<file path="src/rtl/isa_pkg.sv">
// Shared ISA definitions for the fetch and control stages: opcodes, branch
// encodings, instruction field positions and the loop counter width.
package isa_pkg;

  // Instruction word layout: opcode in the top three bits, operand below
  localparam int INSTR_W = 9;
  localparam int OPC_HI  = 8;
  localparam int OPC_LO  = 6;
  localparam int OPD_HI  = 5;
  localparam int OPD_LO  = 0;

  // Loop counter width equals the operand field width
  localparam int LOOP_W  = OPD_HI - OPD_LO + 1;

  // Opcodes
  localparam logic [2:0] OP_ALU   = 3'b000;
  localparam logic [2:0] OP_LOAD  = 3'b001;
  localparam logic [2:0] OP_STORE = 3'b010;
  localparam logic [2:0] OP_LDC   = 3'b011;
  localparam logic [2:0] OP_DJNZ  = 3'b100;
  localparam logic [2:0] OP_SRCH  = 3'b101;
  localparam logic [2:0] OP_NOP   = 3'b110;
  localparam logic [2:0] OP_HALT  = 3'b111;

  // Next-PC selection seen by the fetch stage; code 3 is never produced
  localparam logic [1:0] BR_SEQ  = 2'd0;
  localparam logic [1:0] BR_BACK = 2'd1;
  localparam logic [1:0] BR_SKIP = 2'd2;

  // Control FSM states
  typedef enum logic [1:0] {
    ST_RUN       = 2'd0,
    ST_LOAD_WAIT = 2'd1,
    ST_HALTED    = 2'd2
  } state_t;

  // Bundle of decoded controls driven out of the control unit
  typedef struct packed {
    logic [1:0] branch;
    logic       halt;
    logic       reg_write;
    logic       mem_read;
    logic       mem_write;
  } ctrl_t;

  // Opcode field extraction
  function automatic logic [2:0] opcode_of(input logic [INSTR_W-1:0] instr);
    return instr[OPC_HI:OPC_LO];
  endfunction

  // Operand field extraction
  function automatic logic [OPD_HI-OPD_LO:0] operand_of(input logic [INSTR_W-1:0] instr);
    return instr[OPD_HI:OPD_LO];
  endfunction

endpackage

</file>
<file path="src/rtl/loop_counter.sv">
// Loop counter: loadable register that decrements on request and never
// wraps below zero. Exposes the flags the DJNZ decode needs.
module loop_counter #(
  parameter int LOOP_W = isa_pkg::LOOP_W
) (
  input  logic              clk,
  input  logic              init,
  input  logic              load,
  input  logic              dec,
  input  logic [LOOP_W-1:0] load_val,
  output logic [LOOP_W-1:0] cnt,
  output logic              gt_one,
  output logic              is_zero
);

  // Counter register: reset, load, or saturating decrement (floor at 0)
  always_ff @(posedge clk) begin
    if (init) begin
      cnt <= '0;
    end else if (load) begin
      cnt <= load_val;
    end else if (dec && !is_zero) begin
      cnt <= cnt - LOOP_W'(1);
    end
  end

  assign is_zero = (cnt == '0);
  assign gt_one  = (cnt > LOOP_W'(1));

endmodule

</file>
<file path="src/rtl/ctrl_unit.sv">
// Control/decode stage next to fetch. Decodes the current instruction into
// fetch controls (Branch, Halt) and datapath enables with zero latency, and
// sequences the two-cycle load stall and the terminal halt.
module ctrl_unit #(
  parameter int LOOP_W = isa_pkg::LOOP_W
) (
  input  logic                        CLK,
  input  logic                        Init,
  input  logic [isa_pkg::INSTR_W-1:0] Instr,
  input  logic                        Match,
  output logic [1:0]                  Branch,
  output logic                        Halt,
  output logic                        RegWrite,
  output logic                        MemRead,
  output logic                        MemWrite,
  output logic [LOOP_W-1:0]           LoopCnt
);

  import isa_pkg::*;

  state_t            state;
  state_t            state_nxt;
  ctrl_t             ctrl;
  logic [2:0]        opcode;
  logic [LOOP_W-1:0] operand;
  logic              cnt_load;
  logic              cnt_dec;
  logic              cnt_gt_one;
  logic              cnt_is_zero;

  assign opcode  = opcode_of(Instr);
  assign operand = LOOP_W'(operand_of(Instr));

  // State register; Init wins over every state including HALTED
  always_ff @(posedge CLK) begin
    if (Init) begin
      state <= ST_RUN;
    end else begin
      state <= state_nxt;
    end
  end

  // Next-state logic: LOAD stalls for one extra cycle, HALT is terminal
  always_comb begin
    state_nxt = state;
    case (state)
      ST_RUN: begin
        if (opcode == OP_LOAD) begin
          state_nxt = ST_LOAD_WAIT;
        end else if (opcode == OP_HALT) begin
          state_nxt = ST_HALTED;
        end
      end
      ST_LOAD_WAIT: state_nxt = ST_RUN;
      ST_HALTED:    state_nxt = ST_HALTED;
      default:      state_nxt = ST_RUN;
    endcase
  end

  // Mealy output decode; everything is quiet while Init is held so the
  // fetch stage's own reset handling is not disturbed
  always_comb begin
    ctrl     = '0;
    cnt_load = 1'b0;
    cnt_dec  = 1'b0;
    if (!Init) begin
      case (state)
        ST_RUN: begin
          case (opcode)
            OP_ALU:   ctrl.reg_write = 1'b1;
            OP_LOAD: begin
              ctrl.mem_read = 1'b1;
              ctrl.halt     = 1'b1;
            end
            OP_STORE: ctrl.mem_write = 1'b1;
            OP_LDC:   cnt_load = 1'b1;
            OP_DJNZ: begin
              // The counter saturates at 0 itself; branch back only while
              // more than one pass remains
              cnt_dec = 1'b1;
              if (cnt_gt_one) begin
                ctrl.branch = BR_BACK;
              end
            end
            OP_SRCH: begin
              if (Match) begin
                ctrl.branch = BR_SKIP;
              end
            end
            OP_HALT:  ctrl.halt = 1'b1;
            default:  ctrl = '0;
          endcase
        end
        ST_LOAD_WAIT: begin
          // PC is still on the LOAD; complete it by writing the read data
          ctrl.mem_read  = 1'b1;
          ctrl.reg_write = 1'b1;
        end
        ST_HALTED: ctrl.halt = 1'b1;
        default:   ctrl = '0;
      endcase
    end
  end

  loop_counter #(
    .LOOP_W (LOOP_W)
  ) u_loop_counter (
    .clk      (CLK),
    .init     (Init),
    .load     (cnt_load),
    .dec      (cnt_dec),
    .load_val (operand),
    .cnt      (LoopCnt),
    .gt_one   (cnt_gt_one),
    .is_zero  (cnt_is_zero)
  );

  assign Branch   = ctrl.branch;
  assign Halt     = ctrl.halt;
  assign RegWrite = ctrl.reg_write;
  assign MemRead  = ctrl.mem_read;
  assign MemWrite = ctrl.mem_write;

endmodule

</file>
<file path="config.mk">
export PLATFORM = sky130hd
export DESIGN_NAME = ctrl_unit
export DESIGN_NICKNAME = d
export VERILOG_FILES = /design/src/rtl/isa_pkg.sv /design/src/rtl/loop_counter.sv /design/src/rtl/ctrl_unit.sv
export SDC_FILE = /design/constraint.sdc
export NUM_CORES = 1
export LEC_CHECK = 0
export ABC_AREA = 1
export BUFFER_PORTS_ARGS = -buffer_cell sky130_fd_sc_hd__buf_2
export CORE_MARGIN = 2
export CORE_UTILIZATION = 48
export DETAILED_ROUTE_END_ITERATION = 10
export PLACE_DENSITY = 0.79
export SLEW_MARGIN = 20
export SYNTH_ARGS = -nofsm -noshare
export SYNTH_HDL_FRONTEND = slang
export SYNTH_SLANG_ARGS = --single-unit
export TNS_END_PERCENT = 20
</file>
<file path="constraint.sdc">
create_clock -name CLK -period 1.59 [get_ports CLK]
set_input_delay 0.159 -clock CLK [delete_from_list [all_inputs] [get_ports CLK]]
set_output_delay 0.159 -clock CLK [all_outputs]
set_load 0.01 [all_outputs]
</file>
== After elaboration in Yosys (flattened, before gate mapping) ==
Index checks and enable logic that the tools add are counted.

* Register bits: 8
* Input port bits: 12
* Output and inout bits: 12
* Word-level logic and storage cells: 43

* Add/sub/neg operators: 1
* Order comparisons: 1
* Equality and inequality tests: 9
* Muxes and demuxes: 23
* Reduce and logical (&&, ||, !) cells: 7

{| class="wikitable"
|+ Operator list
! operator !! count
|-
| 6-bit two-way mux || 3
|-
| 1-bit two-way mux || 12
|-
| 2-bit case mux with 2 select lines || 3
|-
| 3-bit == test, second input constant || 3
|-
| 2-bit two-way mux || 4
|-
| 3-bit by 2-bit == test with 1-bit output, second input constant || 2
|-
| 6-bit by 1-bit > comparator with 1-bit output, second input constant || 1
|-
| 6-bit logical NOT || 1
|-
| 6-bit by 1-bit subtractor with 6-bit output, second input constant || 1
|-
| 3-bit by 1-bit == test with 1-bit output, second input constant || 1
|-
| 3-bit logical NOT || 1
|-
| 3-bit != test, second input constant || 1
|-
| 2-bit by 1-bit == test with 1-bit output, second input constant || 1
|-
| 2-bit == test, second input constant || 1
|-
| 2-bit logical NOT || 1
|-
| 1-bit case mux with 2 select lines || 1
|-
| 2-bit nonzero test || 1
|-
| 2-bit OR reduction || 1
|-
| 1-bit logical AND || 1
|-
| 1-bit logical NOT || 1
|}

== Depth between registers and ports, before layout ==
Gate-level depths: netlist of run 1.

* Depth after elaboration: 7
* Mapped depth: 8
* Depth with buffers taken out: 8

== Cells and area by module ==
Synthesis of run 1 repeated with hierarchy kept, for this count alone.

* Cell total of the unflattened synthesis: 103
* Area, all modules: 635.6 um2

{| class="wikitable"
|+ By module, submodules not included
! module !! instances !! cells an instance !! area each (um2) !! sequential area each (um2)
|-
| loop_counter || 1 || 67 || 444.2 || 120.1
|-
| ctrl_unit || 1 || 36 || 191.4 || 40.0
|}

== Worst setup path before layout of run 1 ==
OpenSTA, ideal clock, no wires.

* Path type: register -> register
* Start: reg u_loop_counter.cnt[0]
* End: reg u_loop_counter.cnt[2]
* Library setup time: 111 ps
* Data arrival time: 1,197 ps
* Data required time: 1,479 ps
* Slack: 281 ps
* Cell stages (with the launch flop): 9
* Path buffers: 0
* Clock period less this slack: 1,309 ps
* Path through: dfxtp_1 > inv_1 > ha_1 > nand2_1 > inv_1 > o21ai_0 > nand2_1 > nor2_1 > nor2_1

* Longest elaborated chain between the ends: 4
* Elaborated cells between the ends (all ways): 7
* Classes of those cells: 1 x add/sub; 2 x mux; 4 x reduce/logical

{| class="wikitable"
|+ RTL lines
! item !! line !! text
|-
| start, declared || loop_counter.sv:11 || <nowiki>output logic [LOOP_W-1:0] cnt,</nowiki>
|-
| start signal, assigned || loop_counter.sv:21 || <nowiki>cnt <= load_val;</nowiki>
|-
| start signal, assigned || loop_counter.sv:23 || <nowiki>cnt <= cnt - LOOP_W'(1);</nowiki>
|-
| parallel branches: the longest is 4 deep, another holds 6-bit by 1-bit subtractor with 6-bit output || - ||
|}

Parallel ways; which one is timed is not known. The select of a mux whose other input is x is not followed.
A chain may end at the register's enable or synchronous reset.

== Final worst setup path of run 1 ==
* Start: reg u_loop_counter.cnt[1]
* End: out Branch[0]

* Longest elaborated chain between the ends: 5

{| class="wikitable"
|+ RTL lines
! item !! line !! text
|-
| 6-bit by 1-bit > comparator with 1-bit output || loop_counter.sv:28 || <nowiki>assign gt_one = (cnt > LOOP_W'(1));</nowiki>
|-
| 1-bit two-way mux || ctrl_unit.sv:81 || <nowiki>if (cnt_gt_one) begin</nowiki>
|-
| 2-bit case mux with 2 select lines || ctrl_unit.sv:69 || <nowiki>case (opcode)</nowiki>
|-
| 2-bit two-way mux || ctrl_unit.sv:67 || <nowiki>case (state)</nowiki>
|-
| 6-bit two-way mux || ctrl_unit.sv:66 || <nowiki>if (!Init) begin</nowiki>
|-
| end, declared || ctrl_unit.sv:11 || <nowiki>output logic [1:0] Branch,</nowiki>
|}

No other way between the ends.

==> qor.csv, run 1 <==
metric,value,unit
gr ovfl total,0,
switching pwr,185,uW
post-synthesis simple-gate area fraction,0.503,
Leak,0.000475,uW
full die area,1740,um2
GRT Util Overall,0.185,
Synth Area in XOR/XNOR,0,
synth top area cells,"dfxtp_1 23%, nand2_1 15%, nand3_1 10%",
Most used DFF post-synth,dfxtp_1,
Die Ht,41.7,um
crit-path cells,inv_1 > ha_2 > nor2_1 > o21a_1 > buf_2,
Worst Skew,0.00505,ns
max incr delay on CP,0.33,ns
Post-DRT Antenna Nets,0,
Netlist cell types,19,
port bufs,23,
Final Hold Viols,0,
flop2flop setup slack,0.26,ns
fraction of synthesized area in multiplexers,0,
fin nets,152,
Clock Pin Slew Worst Setup and Hold Paths,0.05,ns
"Seq/Total Area, Yosys",0.235,
Yosys reg bits,8,
Final WS setup,0.157,ns
Slew @ Worst Pin,0.277,ns
top cell type's share of synthesized area,0.235,
Setup crit start,u_loop_counter.cnt[1]$_SDFFE_PP0P_,
Max VDD drop,0.551,mV
total power,553,uW
crit path capture type,output pin,
Antenna Cells,0,
critical path type,flip-flop to output pin,
Worst Path Max Fanout,4,
initial antenna violation count,0,
TritonCTS clock tree,yes,
I/O pins,24,
first-pass GRT wire length,2550,um
slew margin rel.,0.813,
Residual DRC,0,
wire per inst,9.53,um
Clk pwr share,0.278,
unrepaired setup endpoints after global routing,no,
Worst EP arrival,1.27,ns
GP Congestion,0.836,
setup TNS,0,ns
"EDFF count, synth",0,
later-pin clock latency in the skew report,0.25,ns
CP max stage cell,dfxtp_1,
Initial Util,0.518,
Max-cap violations,0,
synth cell count leaders,"28 x nand2_1, 16 x nor2_1, 14 x nand3_1, 12 x inv_1, 8 x dfxtp_1",
sequential share of power,0.409,
Switching Fraction,0.334,
post-synth net total,125,
Synth warnings,0,
largest family of logic cells by synthesized area,simple AND/OR/NAND/NOR gates,
TritonRoute pass-1 iters,4,
routed via count divided by cell count,4.87,
Int Power,368,uW
Final Cycle Share,0.901,
max frequency,698,MHz
largest net degree at the start of global routing,16,
status,"finished, final reports clean",
dpl hpwl,1170,um
Final setup viols,0,
post-synth top area cell,dfxtp_1,
Cells after Synth,110,
Clock Tree Root,clkbuf_4,
Synth Area in Adders,0.0550,
core area,1320,um2
asr flop ratio synth,0,
WL final,1430,um
Min Hold Slack,0.176,ns
combinational share of power,0.313,
layout cells sized above 1,0.296,
Post-Synthesis Cell Area,682,um2
CTS Buffer Depth,2,
DIE WIDTH,41.7,um
critical path required time,1.43,ns
Hold Crit Start,Init,
H-tree Lvls,1,
TritonCTS Buffers,3,
row cnt,13,
vias in the first global route,623,
dpl ws,0.208,ns
Layout Utilization,0.630,
"Slew Viols, Final",0,
most numerous cell in the Yosys netlist,nand2_1,
average size of a mapped cell,6.20,um2
Pwr Density,667,nW/um2
"Hold-fix buffers, CTS",0,
complex-gate fraction of the synthesized area,0.114,
Tmin final,1.43,ns
CP startpoint kind,flip-flop,
Sink Count,8,
routed vias,731,
Hold Path Class,input pin to flip-flop,
Iteration-0 DRC Markers,17,
reg2reg start,u_loop_counter.cnt[0]$_SDFFE_PP0P_,
Area growth syn-to-layout,21.7,%
==> cells by family after synthesis <==
| family | after synthesis |
|---|---|
| and+or+nand+nor | 70 |
| buffers and inverters | 15 |
| AOI/OAI and AO/OA | 14 |
| DFF | 8 |
| adders and majority gates | 3 |
==> state kept, by name, indices dropped and copies added (netlist names) <==
name                count
u_loop_counter.cnt      6
state                   2
==> repair_timing <==
action | in CTS | in global routing
resized for setup | 0 | 2
endpoints found under the setup margin | 0 | 1
buffers inserted | 0 | 0
==> path summary, 6_finish.rpt <==
kind | to | cells after the start
worst min register to register | state[0]$_SDFFE_PP0P_ | 1
worst max-delay path | Branch[0] | 5
worst min-delay path | state[0]$_SDFFE_PP0P_ | 2
worst max register to register | u_loop_counter.cnt[1]$_SDFFE_PP0P_ | 8
==> cell usage in the layout, fill, tap and decap left out, drive strengths merged <==
| cell type | Yosys | final |
|---|---|---|
| a21oi | 6 | 6 |
| inv | 14 | 14 |
| nand3b | 1 | 1 |
| nand3 | 14 | 14 |
| ha | 3 | 3 |
| nand2 | 31 | 31 |
| nor3 | 1 | 1 |
| o21ai | 5 | 5 |
| o21a | 1 | 1 |
| nor2 | 22 | 22 |
| clkbuf | 0 | 3 |
| a211oi | 2 | 2 |
| dfxtp | 8 | 8 |
| buf | 1 | 23 |
| or2 | 1 | 1 |
==> critical path: cells and delay by family, from the launching register on <==
family / cells / cell delay [ns]
flip-flops: 1 / 0.33
buffers and inverters: 2 / 0.26
adder cells (fa/ha/maj): 1 / 0.24
AO/OA/AOI/OAI: 1 / 0.16
AND/OR/NAND/NOR: 1 / 0.05
==> power by group through the flow <==
stage                     Combinational (uW)  Clock [uW]  Sequential [uW]
final                                    173         154              226
after global routing                     199         171              228
after CTS                                173         160              226
after detailed placement                 172           0              230
after global placement                   172           0              230
after floorplan                          119           0              232
==> stage by stage <==
step | area (um2) | std cells
2_1_floorplan | 682 | 110
3_3_place_gp | 805 | 147
3_5_place_dp | 805 | 147
4_1_cts | 827 | 150
5_1_grt | 830 | 150
6_report | 830 | 150
==> area by class of cell <==
class,count,area (um2)
Clock buffer,3,22.5
Fill cell,135,488
Inverter,14,52.6
Multi-Input combinational cell,87,460
Sequential cell,8,160
Tap cell,15,18.8
Timing Repair Buffer,23,115
==> metal layers <==
layer / global-route usage / part of all wire / vias up / routed length [um]
li1: - / - / 403 / -
met1: 0.271 / 0.54 / 310 / 768
met5: 0 / 0 / - / 0
met3: 0.0391 / 0.045 / 3 / 65
met2: 0.259 / 0.40 / 15 / 574
met4: 0.0774 / 0.015 / 0 / 22
(Power assumes the default switching activity.)
==> run 2: changes to the inputs <==
--- a/config.mk
+++ b/config.mk
@@ -7,10 +7,15 @@
 export LEC_CHECK = 0
 export ABC_AREA = 1
 export BUFFER_PORTS_ARGS = -buffer_cell sky130_fd_sc_hd__buf_2
+export CELL_PAD_IN_SITES_DETAIL_PLACEMENT = 0
+export CELL_PAD_IN_SITES_GLOBAL_PLACEMENT = 1
+export CORE_ASPECT_RATIO = 0.9
 export CORE_MARGIN = 2
-export CORE_UTILIZATION = 48
+export CORE_UTILIZATION = 32
 export DETAILED_ROUTE_END_ITERATION = 10
 export PLACE_DENSITY = 0.79
+export RECOVER_POWER = 100
+export REMOVE_ABC_BUFFERS = 1
 export SLEW_MARGIN = 20
 export SYNTH_ARGS = -nofsm -noshare
 export SYNTH_HDL_FRONTEND = slang
==> run 2 against run 1 <==
  * Die area up 45%
  * Worst setup slack worse by 0.016 ns
  * Register-to-register slack worse by 0.06 ns
  * Flip-flop and latch count unchanged
  * Sequential power about the same
  * Core utilization down 21 points
  * Sequential share of layout area up 0.21 points
  * Critical path type unchanged
  * Critical endpoint unchanged
==> qor.csv, run 2 (synthesized netlist as in run 1, its figures left out) <==
metric,value,unit
status,"finished, final reports clean",
Iteration-0 DRC Markers,8,
wire per inst,9.83,um
Post-DRT Antenna Nets,0,
Leak,0.000426,uW
port bufs,23,
DIE WIDTH,52.7,um
Pwr Density,667,nW/um2
gr ovfl total,0,
TritonCTS Buffers,3,
routed via count divided by cell count,4.72,
Max VDD drop,0.498,mV
Worst EP arrival,1.29,ns
reg-to-reg endpoint,u_loop_counter.cnt[2]$_SDFFE_PP0P_,
largest registers,"u_loop_counter.cnt: 6 flops, state: 2 flops",
Sink Count,8,
largest net degree at the start of global routing,16,
Die Ht,47.8,um
placed cell areas,817,um2
Clock Pin Slew Worst Setup and Hold Paths,0.05,ns
Area growth syn-to-layout,20.4,%
Worst Skew,0.00268,ns
Slew @ Worst Pin,0.306,ns
reg2reg start,u_loop_counter.cnt[0]$_SDFFE_PP0P_,
layout cells sized above 1,0.215,
crit path buf inv count,2,
crit path capture type,output pin,
FF-to-FF path depth,8,
Hold Crit Start,Init,
Hold Path Class,input pin to flip-flop,
setup TNS,0,ns
Non-Filler Instances,160,
Antenna Cells,0,
max reg flops,6,
"delay-heaviest family, CP",flip-flops,
CP endpoint,Branch[0],
CP max stage cell,dfxtp_1,
crit-path cells,inv_1 > ha_2 > nor2_1 > o21a_1 > buf_2,
setup repair bufs after CTS,0,
routed vias,755,
fin nets,152,
"Hold-fix buffers, CTS",0,
Final Hold Viols,0,
Final setup viols,0,
DP Cell Count,157,
GRT Util Overall,0.141,
full die area,2520,um2
Initial Util,0.346,
critical path required time,1.43,ns
core area,1970,um2
Final Cycle Share,0.911,
post-route cell area,821,um2
total power,548,uW
CP startpoint kind,flip-flop,
Layout fillers,237,
I/O pins,24,
max frequency,690,MHz
initial antenna violation count,0,
flop2flop setup slack,0.20,ns
most frequent cells in the layout,"29 x nand2_1, 17 x nor2_1, 14 x nand3_1, 14 x buf_2, 11 x inv_1",
"Slew Viols, Final",0,
max incr delay on CP,0.34,ns
H-tree Lvls,1,
TritonCTS clock tree,yes,
unrepaired setup endpoints after global routing,no,
later-pin clock latency in the skew report,0.25,ns
Worst Path Max Fanout,4,
critical path type,flip-flop to output pin,
"most common cell after layout, fill and taps aside",nand2_1,
Residual DRC,0,
vias in the first global route,597,
GP Congestion,0.801,
Crit. path cell count,5,
Setup crit start,u_loop_counter.cnt[1]$_SDFFE_PP0P_,
Tmin final,1.45,ns
CTS Buffer Depth,2,
dpl hpwl,1310,um
slew margin rel.,0.794,
Max-cap violations,0,
row cnt,15,
Hold Path Cell Cnt,2,
Reg with most FFs,u_loop_counter.cnt,
Clock Tree Root,clkbuf_4,
first-pass GRT wire length,2590,um
TritonRoute pass-1 iters,3,
WL final,1570,um
run 2: cell count changes in the layout (fill, tap and decap cells not counted), sizes merged:
cell    delta
clkbuf     +9
buf        -9
run 2: per-stage QoR:
stage	hold WS [ns]	utilization	setup WS, ns
2_1_floorplan	0.236	-	0.281
3_3_place_gp	0.437	0.415	0.205
3_5_place_dp	0.433	0.415	0.220
4_1_cts	0.159	0.426	0.0588
5_1_grt	0.176	0.417	0.0456
6_report	0.165	0.417	0.141
run 2: how the worst min path moves through the flow:
stage	endpoint	slack [ns]
global placement	state[1]$_SDFFE_PP0P_	0.44
global route	state[1]$_SDFFE_PP0P_	0.18
finish	state[1]$_SDFFE_PP0P_	0.16
floorplan	state[0]$_SDFFE_PP0P_	0.24
CTS	state[1]$_SDFFE_PP0P_	0.16
detailed placement	state[1]$_SDFFE_PP0P_	0.43
run 2: area by class of cell:
type                            instances  area [um2]  share of cell area
Multi-Input combinational cell         87         450               0.549
Tap cell                               25        31.3              0.0381
Timing Repair Buffer                   23         104               0.127
Clock buffer                            3        22.5              0.0274
Sequential cell                         8         160               0.195
Inverter                               14        52.6              0.0640
run 2: metal layers:
| layer | share of wire | up-vias | wire length (um) | track usage |
|---|---|---|---|---|
| li1 | - | 405 | - | - |
| met1 | 0.54 | 336 | 852 | 0.212 |
| met2 | 0.40 | 12 | 636 | 0.200 |
| met3 | 0.043 | 2 | 67 | 0.0281 |
| met4 | 0.011 | 0 | 17 | 0.0462 |
| met5 | 0 | - | 0 | 0 |
run 2: repair_timing:
item	in CTS	in global routing
endpoints found under the hold margin	0	0
gates resized for setup	0	2
endpoints found under the setup margin	0	1
run 2: where the power goes:
part | leakage [uW] | internal [uW] | switching (uW)
sequential | 0.0000652 | 212 | 14.8
clock | 0.0000138 | 86.2 | 66.5
combinational | 0.000347 | 66.5 | 102
total | 0.000426 | 365 | 183
==> run 3: changes to the inputs <==
--- a/config.mk
+++ b/config.mk
@@ -13,6 +13,7 @@
 export CORE_MARGIN = 2
 export CORE_UTILIZATION = 32
 export DETAILED_ROUTE_END_ITERATION = 10
+export GPL_TIMING_DRIVEN = 0
 export PLACE_DENSITY = 0.79
 export RECOVER_POWER = 100
 export REMOVE_ABC_BUFFERS = 1
==> run 3 against run 2 <==
  * Critical path depth unchanged
  * Flip-flop and latch count unchanged
  * Power increased by 1.4%
  * Cell count unchanged
  * Maximum frequency shrank 1.5%
  * Routed wire length is 2.0% higher
  * Clock power increased by 5%
  * Largest cell class unchanged
  * Largest power group unchanged
==> qor.csv, run 3 (synthesized netlist as in run 1, its figures left out) <==
metric,value,unit
Max-cap violations,0,
flop2flop setup slack,0.20,ns
layout cells sized above 1,0.215,
Iteration-0 DRC Markers,9,
Tmin final,1.47,ns
Min Hold Slack,0.162,ns
Slew @ Worst Pin,0.301,ns
Worst Path Max Fanout,6,
Setup crit start,u_loop_counter.cnt[0]$_SDFFE_PP0P_,
CP max stage cell,dfxtp_2,
later-pin clock latency in the skew report,0.25,ns
"Hold-fix buffers, CTS",0,
Crit. path cell count,5,
Clock Pin Slew Worst Setup and Hold Paths,0.06,ns
critical path required time,1.43,ns
Area growth syn-to-layout,21.5,%
Layout fillers,225,
Pwr Density,671,nW/um2
critical path type,flip-flop to output pin,
largest net degree at the start of global routing,16,
"Slew Viols, Final",0,
CP endpoint,Branch[0],
WL final,1600,um
routed via count divided by cell count,4.69,
Clock Tree Root,clkbuf_4,
vias in the first global route,589,
TritonRoute pass-1 iters,4,
dpl hpwl,1300,um
Post-DRT Antenna Nets,0,
first-pass GRT wire length,2570,um
M1 GR Usage,0.207,
Reg with most FFs,u_loop_counter.cnt,
crit path capture type,output pin,
Worst EP arrival,1.31,ns
Final Cycle Share,0.926,
Clk pwr share,0.288,
slew margin rel.,0.797,
fin nets,152,
met3 usage,0.0375,
gr ovfl total,0,
crit path buf inv count,2,
combinational share of power,0.304,
setup repair bufs after CTS,0,
DIE WIDTH,52.7,um
max reg flops,6,
Hold Path Class,input pin to flip-flop,
GP Congestion,0.809,
Max VDD drop,0.326,mV
GRT Util Overall,0.147,
max frequency,679,MHz
H-tree Lvls,1,
TritonCTS clock tree,yes,
Final Hold Viols,0,
CTS Buffer Depth,2,
sequential share of power,0.408,
reg2reg start,u_loop_counter.cnt[0]$_SDFFE_PP0P_,
largest registers,"u_loop_counter.cnt: 6 flops, state: 2 flops",
routed vias,750,
Int Power,365,uW
row cnt,15,
Switching Fraction,0.342,
port bufs,23,
"delay-heaviest family, CP",flip-flops,
Residual DRC,0,
most frequent cells in the layout,"29 x nand2_1, 17 x nor2_1, 14 x nand3_1, 14 x buf_2, 13 x inv_1",
reg-to-reg endpoint,u_loop_counter.cnt[2]$_SDFFE_PP0P_,
setup TNS,0,ns
switching pwr,190,uW
Antenna Cells,0,
Final setup viols,0,
FF-to-FF path depth,8,
total power,556,uW
max incr delay on CP,0.34,ns
status,"finished, final reports clean",
Sink Count,8,
Die Ht,47.8,um
Hold Path Cell Cnt,2,
initial antenna violation count,0,
wire per inst,10.0,um
crit-path cells,inv_1 > ha_2 > nor2_1 > o21a_1 > clkbuf_2,
core area,1970,um2
I/O pins,24,
gr busiest metal,met2,
Leak,0.000441,uW
TritonCTS Buffers,3,
Initial Util,0.346,
CP startpoint kind,flip-flop,
"most common cell after layout, fill and taps aside",nand2_1,
full die area,2520,um2
met2 usage,0.208,
unrepaired setup endpoints after global routing,no,
Worst Skew,0.000895,ns
-- run 3: cell counts in the layout (fill, tap and decap cells not counted) --
No cell type changed its count.
-- run 3: how the worst min path moves through the flow --
stage | startpoint | end | slack [ns]
final | Init | state[1]$_SDFFE_PP0P_ | 0.16
after global routing | Init | state[0]$_SDFFE_PP0P_ | 0.17
after CTS | Init | state[1]$_SDFFE_PP0P_ | 0.16
after detailed placement | Init | state[1]$_SDFFE_PP0P_ | 0.44
after global placement | Init | state[1]$_SDFFE_PP0P_ | 0.44
after floorplan | Init | state[0]$_SDFFE_PP0P_ | 0.24
-- run 3: cell type report --
class,count,area (um2),share of cell area
multi-input combinational,87,455,0.550
inverter,14,52.6,0.0634
clock buffer,3,22.5,0.0272
sequential,8,161,0.195
tap,25,31.3,0.0378
timing repair buffer,23,105,0.127
-- run 3: worst register-to-register path: stages, from the launching register on --
cell and delay, ns:
dfxtp_2 0.36, inv_1 0.11, ha_1 0.22, nand3_1 0.14
nand2_4 0.10, nand2_1 0.12, inv_1 0.10, nor2_1 0.11
nor2_1 0.05
-- run 3: power by group through the flow --
| stage | sequential, uW | clock (uW) | combinational [uW] |
|---|---|---|---|
| 6_report | 227 | 160 | 169 |
| 5_1_grt | 228 | 180 | 195 |
| 4_1_cts | 226 | 171 | 173 |
| 3_5_place_dp | 230 | 0 | 173 |
| 3_3_place_gp | 230 | 0 | 171 |
| 2_1_floorplan | 232 | 0 | 117 |
-- run 3: repair_timing --
| item | in CTS | in global routing |
|---|---|---|
| endpoints found under the hold margin | 0 | 0 |
| resized for setup | 0 | 2 |
| setup endpoints to repair | 0 | 1 |
-- run 3: stage by stage --
| stage | utilization | setup slack, ns | instances | cell area (um2) |
|---|---|---|---|---|
| 6_report | 0.420 | 0.118 | 160 | 828 |
| 5_1_grt | 0.420 | 0.0326 | 160 | 828 |
| 4_1_cts | 0.426 | 0.0187 | 160 | 840 |
| 3_5_place_dp | 0.415 | 0.206 | 157 | 817 |
| 3_3_place_gp | 0.415 | 0.209 | 157 | 817 |
| 2_1_floorplan | - | 0.281 | 109 | 671 |
-- run 3: layer usage --
layer	up-vias	wire length [um]	part of all wire
met5	-	0	0
met4	0	12	0.0075
met3	2	79	0.049
met2	16	672	0.42
met1	332	839	0.52
li1	400	-	-
